**config.mk**
```make
export PLATFORM = sky130hd
export DESIGN_NAME = rd_burst_ctrl
export DESIGN_NICKNAME = d
export VERILOG_FILES = /design/src/rtl/rd_burst_ctrl.sv
export SDC_FILE = /design/constraint.sdc
export NUM_CORES = 1
export LEC_CHECK = 0
export ABC_AREA = 1
export CORE_AREA = 2 2 232 234
export CTS_CLUSTER_SIZE = 28
export DETAILED_ROUTE_END_ITERATION = 8
export DIE_AREA = 0 0 234 236
export PLACE_DENSITY = 0.58
export SLEW_MARGIN = 20
export SYNTH_ARGS = -nofsm -noshare
export SYNTH_HDL_FRONTEND = slang
export SYNTH_SLANG_ARGS = --single-unit
```
**constraint.sdc**
```tcl
create_clock -name ddr_clk -period 3.1 [get_ports ddr_clk]
set_input_delay 0.775 -clock ddr_clk [delete_from_list [all_inputs] [get_ports ddr_clk]]
set_output_delay 0.775 -clock ddr_clk [all_outputs]
set_load 0.01 [all_outputs]
```
**src/rtl/rd_burst_ctrl.sv**
```systemverilog
// rd_burst_ctrl
// Splits one line-read request into AXI4 INCR read bursts of at most
// MAX_BURST beats and returns the data beat-by-beat to the requester.
// Addresses are in DQ-word units. One 256-bit beat covers 8 DQ words, so
// consecutive bursts advance the address by beats*8.
//
// Ports:
//   ddr_clk, ddr_rstn         clock, async active-low reset
//   ddr_rreq/raddr/rd_len     line read request (taken only while ddr_rrdy=1)
//   ddr_rrdy                  idle, request can be accepted
//   ddr_rdone                 one-cycle completion pulse
//   ddr_rdata/ddr_rdata_en    returned beat (registered copy of the R channel)
//   axi_ar*                   AXI read address channel
//   axi_r*                    AXI read data channel
//   rd_err                    sticky protocol error flag
//
// Optional feature macro: RD_BURST_ERR_CHK_EN
//   defined   : rd_err flags an rlast/beat-count disagreement, or rvalid
//               arriving outside the data phase
//   undefined : rd_err is tied low and the check logic is absent
//
// state | meaning
// IDLE  | ready for a request
// ADDR  | AR presented, waiting for axi_arready
// DATA  | receiving the beats of the current burst
// DONE  | one-cycle completion pulse
module rd_burst_ctrl #(
    parameter int ADDR_WIDTH = 27,
    parameter int LEN_WIDTH  = 16,
    parameter int DQ_WIDTH   = 32,
    parameter int MAX_BURST  = 16
) (
    input  logic                  ddr_clk,
    input  logic                  ddr_rstn,
    input  logic                  ddr_rreq,
    input  logic [ADDR_WIDTH-1:0] ddr_raddr,
    input  logic [LEN_WIDTH-1:0]  ddr_rd_len,
    output logic                  ddr_rrdy,
    output logic                  ddr_rdone,
    output logic [8*DQ_WIDTH-1:0] ddr_rdata,
    output logic                  ddr_rdata_en,
    output logic [ADDR_WIDTH-1:0] axi_araddr,
    output logic [7:0]            axi_arlen,
    output logic                  axi_arvalid,
    input  logic                  axi_arready,
    input  logic [8*DQ_WIDTH-1:0] axi_rdata,
    input  logic                  axi_rvalid,
    input  logic                  axi_rlast,
    output logic                  axi_rready,
    output logic                  rd_err
);

    typedef enum logic [1:0] {
        ST_IDLE = 2'd0,
        ST_ADDR = 2'd1,
        ST_DATA = 2'd2,
        ST_DONE = 2'd3
    } state_t;

    state_t                state_q, state_d;
    logic [ADDR_WIDTH-1:0] cur_addr_q, cur_addr_d;
    logic [LEN_WIDTH-1:0]  remain_q, remain_d;
    logic [8:0]            burst_beats_q, burst_beats_d;
    logic [8:0]            beat_cnt_q, beat_cnt_d;
    logic [7:0]            arlen_q, arlen_d;
    logic [8*DQ_WIDTH-1:0] rdata_q, rdata_d;
    logic                  rdata_en_q, rdata_en_d;

    logic                  r_hs;
    logic                  last_beat;
    logic [LEN_WIDTH-1:0]  remain_after;
    logic                  load_burst;
    logic [LEN_WIDTH-1:0]  load_len;
    logic [8:0]            next_beats;

    // Beats in the next burst: min(len, MAX_BURST). Only called with len > 0.
    function automatic logic [8:0] beats_for(input logic [LEN_WIDTH-1:0] len);
        if (len < LEN_WIDTH'(MAX_BURST))
            beats_for = len[8:0];
        else
            beats_for = 9'(MAX_BURST);
    endfunction

    always_comb begin
        state_d       = state_q;
        cur_addr_d    = cur_addr_q;
        remain_d      = remain_q;
        burst_beats_d = burst_beats_q;
        beat_cnt_d    = beat_cnt_q;
        arlen_d       = arlen_q;
        load_burst    = 1'b0;
        load_len      = ddr_rd_len;

        r_hs         = axi_rvalid && (state_q == ST_DATA);
        last_beat    = (beat_cnt_q == 9'd1);
        remain_after = remain_q - LEN_WIDTH'(burst_beats_q);

        case (state_q)
            ST_IDLE: begin
                if (ddr_rreq) begin
                    cur_addr_d = ddr_raddr;
                    remain_d   = ddr_rd_len;
                    if (ddr_rd_len == '0) begin
                        state_d = ST_DONE;
                    end else begin
                        state_d    = ST_ADDR;
                        load_burst = 1'b1;
                        load_len   = ddr_rd_len;
                    end
                end
            end
            ST_ADDR: begin
                if (axi_arready)
                    state_d = ST_DATA;
            end
            ST_DATA: begin
                if (r_hs) begin
                    beat_cnt_d = beat_cnt_q - 9'd1;
                    if (last_beat) begin
                        remain_d   = remain_after;
                        // Address wraps silently at 2^ADDR_WIDTH.
                        cur_addr_d = cur_addr_q + ADDR_WIDTH'({burst_beats_q, 3'b000});
                        if (remain_after != '0) begin
                            state_d    = ST_ADDR;
                            load_burst = 1'b1;
                            load_len   = remain_after;
                        end else begin
                            state_d = ST_DONE;
                        end
                    end
                end
            end
            ST_DONE: begin
                state_d = ST_IDLE;
            end
            default: begin
                state_d = ST_IDLE;
            end
        endcase

        // Burst size is fixed on entry to ADDR so the AR stays stable.
        next_beats = beats_for(load_len);
        if (load_burst) begin
            burst_beats_d = next_beats;
            beat_cnt_d    = next_beats;
            arlen_d       = 8'(next_beats - 9'd1);
        end

        rdata_d    = axi_rdata;
        rdata_en_d = axi_rvalid && axi_rready;
    end

    always_ff @(posedge ddr_clk or negedge ddr_rstn) begin
        if (!ddr_rstn) begin
            state_q       <= ST_IDLE;
            cur_addr_q    <= '0;
            remain_q      <= '0;
            burst_beats_q <= '0;
            beat_cnt_q    <= '0;
            arlen_q       <= '0;
            rdata_q       <= '0;
            rdata_en_q    <= 1'b0;
        end else begin
            state_q       <= state_d;
            cur_addr_q    <= cur_addr_d;
            remain_q      <= remain_d;
            burst_beats_q <= burst_beats_d;
            beat_cnt_q    <= beat_cnt_d;
            arlen_q       <= arlen_d;
            rdata_q       <= rdata_d;
            rdata_en_q    <= rdata_en_d;
        end
    end

    assign ddr_rrdy     = (state_q == ST_IDLE);
    assign ddr_rdone    = (state_q == ST_DONE);
    assign axi_arvalid  = (state_q == ST_ADDR);
    assign axi_rready   = (state_q == ST_DATA);
    assign axi_araddr   = cur_addr_q;
    assign axi_arlen    = arlen_q;
    assign ddr_rdata    = rdata_q;
    assign ddr_rdata_en = rdata_en_q;

`ifdef RD_BURST_ERR_CHK_EN
    logic err_q, err_d;

    always_comb begin
        err_d = err_q;
        if (r_hs && (axi_rlast != last_beat))
            err_d = 1'b1;
        if (axi_rvalid && (state_q != ST_DATA))
            err_d = 1'b1;
    end

    always_ff @(posedge ddr_clk or negedge ddr_rstn) begin
        if (!ddr_rstn)
            err_q <= 1'b0;
        else
            err_q <= err_d;
    end

    assign rd_err = err_q;
`else
    // rlast only feeds the error check; beat counting ends each burst.
    logic unused_rlast;
    assign unused_rlast = axi_rlast;
    assign rd_err       = 1'b0;
`endif

endmodule
```
# Word-level counts from Yosys, hierarchy flattened
# Index checks and enable logic that the tools add are counted.
[word_totals]
register_bits = 328
output_inout_bits = 297
elab_cells = 60
[op_classes]
n_addsub = 4
n_lt_le_gt_ge = 1
eq_ne = 8
n_mux = 29
n_reduce_logical = 10
[ops]
columns = ["operator", "n"]
rows = [
  ["$mux W16", 7],
  ["$mux W27", 3],
  ["$pmux W27 S2", 1],
  ["$mux W9", 4],
  ["$pmux W16 S2", 1],
  ["$add A27 B12 Y27", 1],
  ["$logic_not A16 Y1", 1],
  ["$lt A16 B5 Y1 const B", 1],
  ["$reduce_bool A16 Y1", 1],
  ["$sub A16 B9 Y16", 1],
  ["$mux W2", 6],
  ["$eq A9 B1 Y1 const B", 1],
  ["$sub A9 B1 Y9 const B", 1],
  ["$pmux W2 S4", 1],
  ["$reduce_and A4 Y1", 2],
  ["$sub A8 B1 Y8 const B", 1],
  ["$ne A2 B1 Y1 const B", 3],
  ["$reduce_bool A2 Y1", 3],
  ["$mux W1", 5],
  ["$eq A2 B2 Y1 const B", 2],
  ["$eq A2 B1 Y1 const B", 1],
  ["$logic_not A2 Y1", 1],
  ["$ne A2 B2 Y1 const B", 1],
  ["$pmux W1 S2", 1],
  ["2 further kinds", 2],
]

# Depth between registers and ports, before layout
# Gate-level depths: netlist of the first run.
[depth]
depth_word = 9
mapped_depth = 27

# Least setup slack after synthesis of the first run
# No wires, ideal clock.
[synth_path]
path_type = "flip-flop to flip-flop"
start = "register burst_beats_q[0]"
end = "register arlen_q[2] (netlist: axi_arlen[2])"
arrival_time_ps = 2730
required_ps = 2983
setup_slack_ps = 254
path_stages_with_launch = 21
n_path_buf = 0
synth_period_minus_slack_ps = 2846
path_cell_list = "dfrtp_1 -> ha_1 -> fa_1 -> inv_1 -> nand3_1 -> nand3_1 -> xnor2_1 -> nand3_1 -> nor2_1 -> nand3_2 -> o21bai_4 -> nand2_1 -> nand2_1 -> inv_1 -> nor2_4 -> inv_1 -> ha_1 -> o21ai_0 -> nand2_1 -> nand2_1 -> nand2_1"
[synth_between]
elab_chain_cells = 9
elab_cells_between_ends = 13
[synth_rtl]
columns = ["element", "line", "source"]
rows = [
  ["start, declared", "63", "logic [8:0] burst_beats_q, burst_beats_d;"],
  ["start signal, assigned", "167", "burst_beats_q <= burst_beats_d;"],
  ["$sub A16 B9 Y16 *", "96", "remain_after = remain_q - LEN_WIDTH'(burst_beats_q);"],
  ["$reduce_bool A16 Y1", "123", "if (remain_after != '0) begin"],
  ["$mux W16", "123", ""],
  ["$mux W16", "119", "if (last_beat) begin"],
  ["$mux W16", "117", "if (r_hs) begin"],
  ["$mux W16", "-", ""],
  ["$lt A16 B5 Y1", "78", "if (len < LEN_WIDTH'(MAX_BURST))"],
  ["$mux W9", "78", ""],
  ["$sub A8 B1 Y8", "146", "arlen_d = 8'(next_beats - 9'd1);"],
  ["end signal, assigned", "169", "arlen_q <= arlen_d;"],
  ["end, declared", "65", "logic [7:0] arlen_q, arlen_d;"],
]
# Mark *: on every way between the ends. The rest lies on a longest branch, timed or not.
# A chain may end at the register's enable or synchronous reset.

# Worst setup path after layout of the first run
# Ends and elaborated chain as after synthesis.

==> results.md, run 1 <==
- The final hold violation count was 0.
- No sink is reached through more buffers than the 3 on the longest clock path.
- Of all cell types, the one taking the most synthesized area is sky130_fd_sc_hd__dfrtp_1.
- After layout, the worst path uses ~95% of the clock period.
- Counting flops with an async set or reset pin after synthesis yields a share of 100%.
- The critical path goes through ha_2 -> fa_2 -> inv_2 -> buf_4 -> nand3_1 -> nand4_1 -> nand2_1 -> nor2_2 -> buf_4 -> nand3_2 -> o21bai_4 -> buf_6 -> nand2_4 -> nand3_4 -> nor2_4 -> inv_2 -> ha_4 -> inv_2 -> nand2_1 -> nand2_1 -> nand2_1 -> nand2_1.
- Synthesis produced a netlist with a net count of ~1.3k.
- For this run, the register share of the synthesized area comes to 70.9%.
- Leaving out fill and tap cells, the most frequent cell in the layout is sky130_fd_sc_hd__clkdlybuf4s50_1.
- The total congestion overflow after global routing is 0.
- Setup repair after global routing could not meet its margin everywhere.
- The critical-path cell with the highest stage delay is sky130_fd_sc_hd__fa_2.
- The ratio of cells with drive above 1 in the final layout is 11.8%.
- The depth of the CTS H-tree is 2.
- The cell family with the largest share of critical-path delay is simple AND/OR/NAND/NOR gates.
- The post-placement worst setup slack is -0.188 ns.
- The initial standard-cell utilization of the core is around 22%.
- Sorting the synthesized cells by area gives the leading types as sky130_fd_sc_hd__dfrtp_1, sky130_fd_sc_hd__nand2_1, sky130_fd_sc_hd__inv_1, sky130_fd_sc_hd__o21ai_0, sky130_fd_sc_hd__nor2_1.
- The required time at the worst-slack endpoint is about 3.5 ns.
- The count of final max-slew check failures was 0.
- The clock network accounts for 30.6% of the total power.
- The tree built by TritonCTS fans out to 328 sinks.
- Max-cap violations in this run came to 0.
- Of the total power, the share spent switching nets is 34.4%.
- The layout net count is 1,995.
- The slack of the worst reg-to-reg path is 0.15 ns.
- The routability congestion estimate from global placement is between 0.8 and 0.9.
- Internal power comes to 0.0102 W.
- The number of synthesized flops with an enable pin is 0.
- The startpoint of the lowest-slack register-to-register path is burst_beats_q[0].
- The initial antenna violation count was 38.
- The endpoint arrival time on the critical path is around 3.4 ns.
- The setup-violating endpoint count in the final report is 0.
- After layout, the design draws a total of 0.0156 W.
- The count of routing violations after the opening detailed-route iteration is ~440.
- The insertion delay of the later-clocked pin in the worst-skew pair is approximately 0.54 ns.
- The mean area per synthesized cell is 11.6 um2.
- Setup total negative slack on the finished layout was measured at 0 ns.
- The proportion of netlist area held by the largest area contributor is a little under three quarters.
- The run finished with clean final reports.
- Global routing used 23.7% of the available met1 tracks.
- The met2 track demand over resource is approximately 34%.
- The buffer and inverter count on the worst path is 6.
- The chip height is 236 um.
- Once detailed placement completed, the half-perimeter wirelength came to 47.7 mm.
- The endpoint identified for the worst register-to-register timing path is axi_arlen[2].
- The via-per-instance ratio is 4.13.
- The area of the die is roughly 55,000 um2.
- The critical-path maximum fanout is 5.
- The highest achievable clock rate is 338 MHz.
- The flop and latch count out of synthesis is 328.
- The via count of the first global-routing pass is 10.4k.
- The type of the tightest min-delay check is input port to async pin.
- Summing every instance area after synthesis gives 11,600 um2.
- The category of the worst setup path launch point is a flop.
- Compared with the post-synthesis result, the final layout area differs by 76.0%.
- The portion of total power attributed to sequential cells is roughly 34%.
- The count of boundary I/O pins is between 600 and 700.
- The capturing element type of the critical path is a flop.
- The total routing usage reported by global routing is 20.4%.
- The library cells used most frequently in the layout, excluding fill and tap cells, are sky130_fd_sc_hd__clkdlybuf4s50_1, sky130_fd_sc_hd__dfrtp_1, sky130_fd_sc_hd__nand2_1.
- The final antenna-violating net count is 0.
- The floorplan die width is 234 um.
- The DRC violations left is 0.
- TritonCTS built the clock tree.
- In this run the most used layer during global routing was met2.
- The path depth of the worst reg2reg path is 22.
- Clock-pin slew was measured on the worst setup and hold paths at ~0.06 ns.
- Global routing consumed, on the met3 layer, 9.63% of the routing resources.
- The region available for standard cell placement spans around 53,000 um2.
- The critical path is of the flop to flop type.
- The gate count after technology mapping is 994.
- The net switching power is 0.00535 W.
- In this run the tightest slew margin relative to its limit is 58.4%.
- The clock arrives with 0.0133 ns of skew.
- Among all flip-flop cells after synthesis, the most frequent one is sky130_fd_sc_hd__dfrtp_1.
- For this run, the number of Yosys warnings is 0.
- The combinational fraction of design power is about a third.
- The most numerous cell type found on the critical path is sky130_fd_sc_hd__nand2_1.
- The transition time at the pin with the least slew margin is 0.624 ns.
- The maximum cell stage delay along the critical path is 0.40 ns.
- The power density of the placed cells is 763 nW/um2.
- The total number of placement rows is 85.
- Setup slack on the critical path of the routed design comes to 0.145 ns.
- The total detailed-routing wirelength is 56.4 mm.
- The largest net degree at the start of global routing is 97.
- In the final routed layout, each cell accounts on average for between 20 and 25 um.
- After layout, the minimum clock period comes to 2.95 ns.
- After synthesis, the netlist uses 51 different library cells.
- Summing over every cut layer, the via total after detailed routing is 9,899.
- For this design the static power due to leakage is slightly below 9 nW.
- The number of CTS-inserted buffers is 39.
- The first detailed-routing pass ran for 5 iterations.
- The peak supply drop is 0.410 mV.
- The cell at the root of the clock tree is sky130_fd_sc_hd__clkbuf_16.
- The final-layout fill cell count is 5,130.
- The wire length of the first global-routing pass is 79.0 mm.
- On the final layout, the worst hold slack is 0.101 ns.
- In this run the tool buffered the top-level ports with between 500 and 600 buffer cells.
==> power by group through the flow <==
stage / Clock [W] / Sequential [W] / Combinational (W)
floorplan: 0 / 0.00542 / 0.00252
global placement: 0 / 0.00534 / 0.00523
detailed placement: 0 / 0.00535 / 0.00529
CTS: 0.00490 / 0.00528 / 0.00537
global route: 0.00508 / 0.00537 / 0.00609
finish: 0.00477 / 0.00530 / 0.00550
==> sequential cells by signal, indices dropped and copies added (netlist names) <==
name / count
axi_araddr: 27
axi_arlen: 8
beat_cnt_q: 9
burst_beats_q: 9
ddr_rdata: 256
ddr_rdata_en: 1
remain_q: 16
state_q: 2
==> per-layer routing <==
metal  wire length (um)  share of wire, %
met1              21300                38
met4               1040               1.8
met2              27700                49
met5                251              0.44
met3               6070                11
==> stage by stage <==
| stage | area [um2] | util (%) | cells |
|---|---|---|---|
| floorplan | 11600 | - | 994 |
| CTS | 20200 | 38.0 | 2389 |
| global route | 20400 | 38.4 | 2392 |
| finish | 20400 | 38.4 | 2398 |
| detailed placement | 18800 | 35.4 | 2319 |
| global placement | 18800 | 35.4 | 2319 |
==> worst max-delay path by stage <==
stage                     start           end  slack (ns)  depth (start not counted)
2_1_floorplan  burst_beats_q[0]  axi_arlen[2]        0.25                         20
4_1_cts             remain_q[0]  axi_arlen[4]        0.02                         24
3_5_place_dp        remain_q[0]  axi_arlen[2]       -0.19                         24
6_report       burst_beats_q[0]  axi_arlen[2]        0.15                         22
5_1_grt        burst_beats_q[0]  axi_arlen[2]       -0.09                         20
3_3_place_gp        remain_q[0]  axi_arlen[2]        -0.1                         24
==> what timing repair did <==
item	in CTS	in global routing
gates cloned	0	1
pin swaps	1	14
gates resized for setup	12	57
hold buffers	0	0
endpoints found under the setup margin	9	23
setup buffers	0	2
==> worst register-to-register path, stage by stage (launching register included) <==
cell and delay [ns]:
sky130_fd_sc_hd__dfrtp_1 0.38, sky130_fd_sc_hd__ha_2 0.19, sky130_fd_sc_hd__fa_2 0.40, sky130_fd_sc_hd__inv_2 0.08, sky130_fd_sc_hd__buf_4 0.10, sky130_fd_sc_hd__nand3_1 0.12
sky130_fd_sc_hd__nand4_1 0.11, sky130_fd_sc_hd__nand2_1 0.08, sky130_fd_sc_hd__nor2_2 0.14, sky130_fd_sc_hd__buf_4 0.15, sky130_fd_sc_hd__nand3_2 0.07, sky130_fd_sc_hd__o21bai_4 0.22
sky130_fd_sc_hd__buf_6 0.14, sky130_fd_sc_hd__nand2_4 0.05, sky130_fd_sc_hd__nand3_4 0.10, sky130_fd_sc_hd__nor2_4 0.06, sky130_fd_sc_hd__inv_2 0.06, sky130_fd_sc_hd__ha_4 0.15
sky130_fd_sc_hd__inv_2 0.04, sky130_fd_sc_hd__nand2_1 0.05, sky130_fd_sc_hd__nand2_1 0.05, sky130_fd_sc_hd__nand2_1 0.06, sky130_fd_sc_hd__nand2_1 0.05
==> layout make-up <==
| type | instances | area (um2) | share of cell area (%) |
|---|---|---|---|
| Antenna cell | 7 | 17.5 | 0.0860 |
| Clock buffer | 56 | 1140 | 5.60 |
| Clock inverter | 14 | 196 | 0.964 |
| Inverter | 106 | 403 | 1.98 |
| Multi-Input combinational cell | 540 | 3090 | 15.2 |
| Sequential cell | 328 | 8210 | 40.3 |
| Tap cell | 696 | 871 | 4.27 |
| Timing Repair Buffer | 650 | 6440 | 31.6 |
| Timing Repair inverter | 1 | 5.00 | 0.0246 |
==> cells in the mapped netlist (2+ instances only) <==
cell                         n
sky130_fd_sc_hd__buf_6       2
sky130_fd_sc_hd__dfrtp_1   328
sky130_fd_sc_hd__nand3_1    46
sky130_fd_sc_hd__a21oi_1    32
sky130_fd_sc_hd__inv_1     102
sky130_fd_sc_hd__o21ai_0    65
sky130_fd_sc_hd__a31oi_1     4
sky130_fd_sc_hd__nor4_1      4
sky130_fd_sc_hd__nand3b_1    4
sky130_fd_sc_hd__nand2_2     3
sky130_fd_sc_hd__xnor2_1     2
sky130_fd_sc_hd__nand2_1   186
sky130_fd_sc_hd__clkbuf_1   14
sky130_fd_sc_hd__o211ai_1    8
sky130_fd_sc_hd__or2_2       3
sky130_fd_sc_hd__o22ai_1     8
sky130_fd_sc_hd__nor2_2      8
sky130_fd_sc_hd__mux2_2      3
sky130_fd_sc_hd__buf_4       2
sky130_fd_sc_hd__xor2_1     13
sky130_fd_sc_hd__o21a_1      4
sky130_fd_sc_hd__nand3_2     3
sky130_fd_sc_hd__ha_1       22
sky130_fd_sc_hd__nor2_1     77
sky130_fd_sc_hd__nor4_2      2
sky130_fd_sc_hd__fa_1        2
sky130_fd_sc_hd__nor3_1      9
sky130_fd_sc_hd__nand4_1    11
sky130_fd_sc_hd__o21ai_1     2
sky130_fd_sc_hd__inv_2       3
sky130_fd_sc_hd__nand2_4     2
==> cell families after synthesis <==
group	after synthesis	share of synthesized area [%]
AOI/OAI and AO/OA	134	6.70
and+or+nand+nor	363	13.9
muxes	3	0.292
xor gates and xnor gates	15	1.13
DFF	328	70.9
adders and majority gates	24	2.72
other	1	0.0324
buffers and inverters	126	4.29
No activity file was read; power rests on OpenSTA's default activity.
==> inputs of run 2 (changes only) <==
--- a/config.mk
+++ b/config.mk
@@ -11,6 +11,7 @@
 export DETAILED_ROUTE_END_ITERATION = 8
 export DIE_AREA = 0 0 234 236
 export PLACE_DENSITY = 0.58
+export SKIP_CTS_REPAIR_TIMING = 1
 export SLEW_MARGIN = 20
 export SYNTH_ARGS = -nofsm -noshare
 export SYNTH_HDL_FRONTEND = slang
==> run 2 against run 1 <==
Effect of this change:
- global-route usage about the same
- worst hold slack got worse by 0.0015 ns
- via count about the same
- sequential power about the same
- utilization about the same
- combinational power barely moved
- flip-flop and latch count stayed put
- sequential share of layout area hardly changed
- critical path type is now flop to output pin
- largest cell class unchanged
==> results.md, run 2 (synthesis results as in run 1) <==
- The run finished with clean final reports.
- The layer flagged by global routing as most heavily used is met2.
- The TritonCTS clock tree is yes.
- The combinational fraction of design power was 35.2% (about the same).
- The critical-path maximum fanout is 47 (+42).
- The final clock period utilization by the worst path is 95.9% (+0.60 points).
- The net switching power was 0.00534 W (-0.18%).
- The fraction of power spent switching nets came to 34.4% (about the same).
- The setup-violating endpoint count in the final report is 0 (unchanged).
- The max-slew headroom at the worst pin is 57.4% (-1.0 points).
- The layout net count is 1,996 (+0.050%).
- The largest net degree at the start of global routing is 97 (unchanged).
- The endpoint arrival time on the critical path is 2.20 ns (-1.17 ns).
- The via-per-instance ratio is 4.13 (about the same).
- The portion of total power attributed to sequential cells is 34.1% (about the same).
- In the layout the commonest cells are sky130_fd_sc_hd__clkdlybuf4s50_1, sky130_fd_sc_hd__dfrtp_1, sky130_fd_sc_hd__nand2_1.
- The peak supply drop is 0.411 mV (+0.27%).
- The area of the die is 55,200 um2 (unchanged).
- The number of instances in the placed design is 2,319 (unchanged).
- The met1 global-route usage is 23.7% (+0.068 points).
- The initial standard-cell utilization of the core came to 21.8% (unchanged).
- The initial antenna violation count was 38 (unchanged).
- The internal power of the cells is 0.0102 W (-0.20%).
- The maximum root-to-sink buffer count is 3 (unchanged).
- The power density of the placed cells is 762 nW/um2 (-0.18%).
- The total routing usage reported by global routing was 20.4% (about the same).
- The leakage power total was 8.82 nW (+0.17%).
- The final hold slack is 0.0995 ns (-0.00152 ns).
- The total number of placement rows is 85 (unchanged).
- The routability congestion estimate from global placement is 0.885 (unchanged).
- The category of the worst setup path launch point is a flop.
- The total iterations of the first detailed-routing run is 7 (+2).
- The clock-pin slew reported for the worst setup and hold paths after clock tree synthesis came to 0.06 ns (about the same).
- The count of boundary I/O pins is 602 (unchanged).
- The count of final max-slew check failures is 0 (unchanged).
- The wire length of the first global-routing pass is 79.0 mm (about the same).
- The met2 track demand over resource was 34.1% (-0.089 points).
- The total detailed-routing wirelength is 56.4 mm (about the same).
- The via count of the routed design came to 9,898 (-0.010%).
- The met3 track demand over resource in global routing is 9.63% (unchanged).
- The worst hold path belongs to the class input port to async pin.
- The insertion delay of the later-clocked pin in the worst-skew pair came to 0.54 ns (about the same).
- Setup repair after global routing could not meet its margin everywhere.
- The highest achievable clock rate is 336 MHz (-0.62%).
- The max-cap check violation count was 0 (unchanged).
- The required time at the worst-slack endpoint came to 2.32 ns (-1.20 ns).
- The final antenna-violating net count is 0 (unchanged).
- The transition time at the pin with the least slew margin is 0.639 ns (+0.0155 ns).
- The minimum period implied by the final worst setup slack is 2.97 ns (+0.0185 ns).
- The placeable core area is 53,100 um2 (unchanged).
- The portion of total power attributed to the clock network is 30.7% (about the same).
- The via count of the first global-routing pass is 10.4k (+0.096%).
- The post-route clock skew is 0.0136 ns (+0.000311 ns).
- The number of input and output port buffers inserted came to 599 (unchanged).
- The placed wire-length estimate is 47.7 mm (unchanged).
- The chip height was 236 um (unchanged).
- The post-synthesis to final-layout area growth is 76.0% (about the same).
- The non-filler instance count after layout is 2,399 (+0.042%).
- The critical setup path kind is flop to output pin.
- The number of sinks on the clock net is 328 (unchanged).
- The number of CTS-inserted buffers is 39 (unchanged).
- The depth of the CTS H-tree is 2 (unchanged).
- The setup TNS came to 0 ns (unchanged).
- The count of routing violations after the opening detailed-route iteration is 475 (+7.2%).
- The ratio of cells with drive above 1 in the final layout came to 11.7% (-0.12 points).
- The floorplan die width is 234 um (unchanged).
- The DRC violations left is 0 (unchanged).
- The final hold violation count was 0 (unchanged).
- The commonest non-fill, non-tap cell in the layout is sky130_fd_sc_hd__clkdlybuf4s50_1.
- The average detailed-routed wire length per instance is 23.5 um (about the same).
- The capturing element type of the critical path is an output pin.
- The total congestion overflow after global routing is 0 (unchanged).
- The total power is 0.0155 W (-0.20%).
- The cell at the root of the clock tree is sky130_fd_sc_hd__clkbuf_16.
- The number of flip-flops in the largest register is 256 (unchanged).
[run 2: per-stage QoR]
stage	cell area (um2)	setup slack, ns	utilization, %
after floorplan	11600	0.254	-
after global placement	18800	-0.0995	35.4
after detailed placement	18800	-0.188	35.4
after CTS	20100	-0.210	37.9
after global routing	20400	-0.110	38.4
final	20400	0.127	38.4
[run 2: final cells by class]
type,instances,area [um2]
Inverter,106,403
Multi-Input combinational cell,540,3080
Timing Repair inverter,1,5.00
Clock buffer,56,1140
Fill cell,5124,32700
Sequential cell,328,8210
Antenna cell,7,17.5
Tap cell,696,871
Timing Repair Buffer,651,6460
Clock inverter,14,196
[run 2: power by group through the flow]
stage               combinational (W)  sequential, W  clock (W)
floorplan                     0.00252        0.00542          0
global placement              0.00523        0.00534          0
detailed placement            0.00529        0.00535          0
CTS                           0.00531        0.00528    0.00490
global route                  0.00606        0.00536    0.00508
finish                        0.00547        0.00530    0.00477
[run 2: path summary, 6_finish.rpt]
check                      cells past startpoint  slack, ns             start              to
setup / recovery                               4       0.13        state_q[1]      axi_rready
min in group ddr_clk                           2       0.50      axi_arlen[7]    axi_arlen[7]
hold reg to reg                                2       0.50      axi_arlen[7]    axi_arlen[7]
max in group asynchronous                      2       2.10          ddr_rstn  ddr_rdata[250]
hold / removal                                 1        0.1          ddr_rstn   ddr_rdata[80]
setup reg to reg                              24       0.15  burst_beats_q[0]    axi_arlen[4]
[run 2: per-layer routing]
metal	up-vias	wire length [um]
li1	4550	-
met2	370	27700
met1	4835	21300
met3	103	6080
met4	40	1110
met5	-	245
[run 2: critical path: stages, from the launching register on]
cell                              delay, ns
sky130_fd_sc_hd__dfrtp_1               0.37
sky130_fd_sc_hd__inv_1                 0.13
sky130_fd_sc_hd__nor2_2                0.16
sky130_fd_sc_hd__buf_6                 0.37
sky130_fd_sc_hd__clkdlybuf4s50_1       0.62
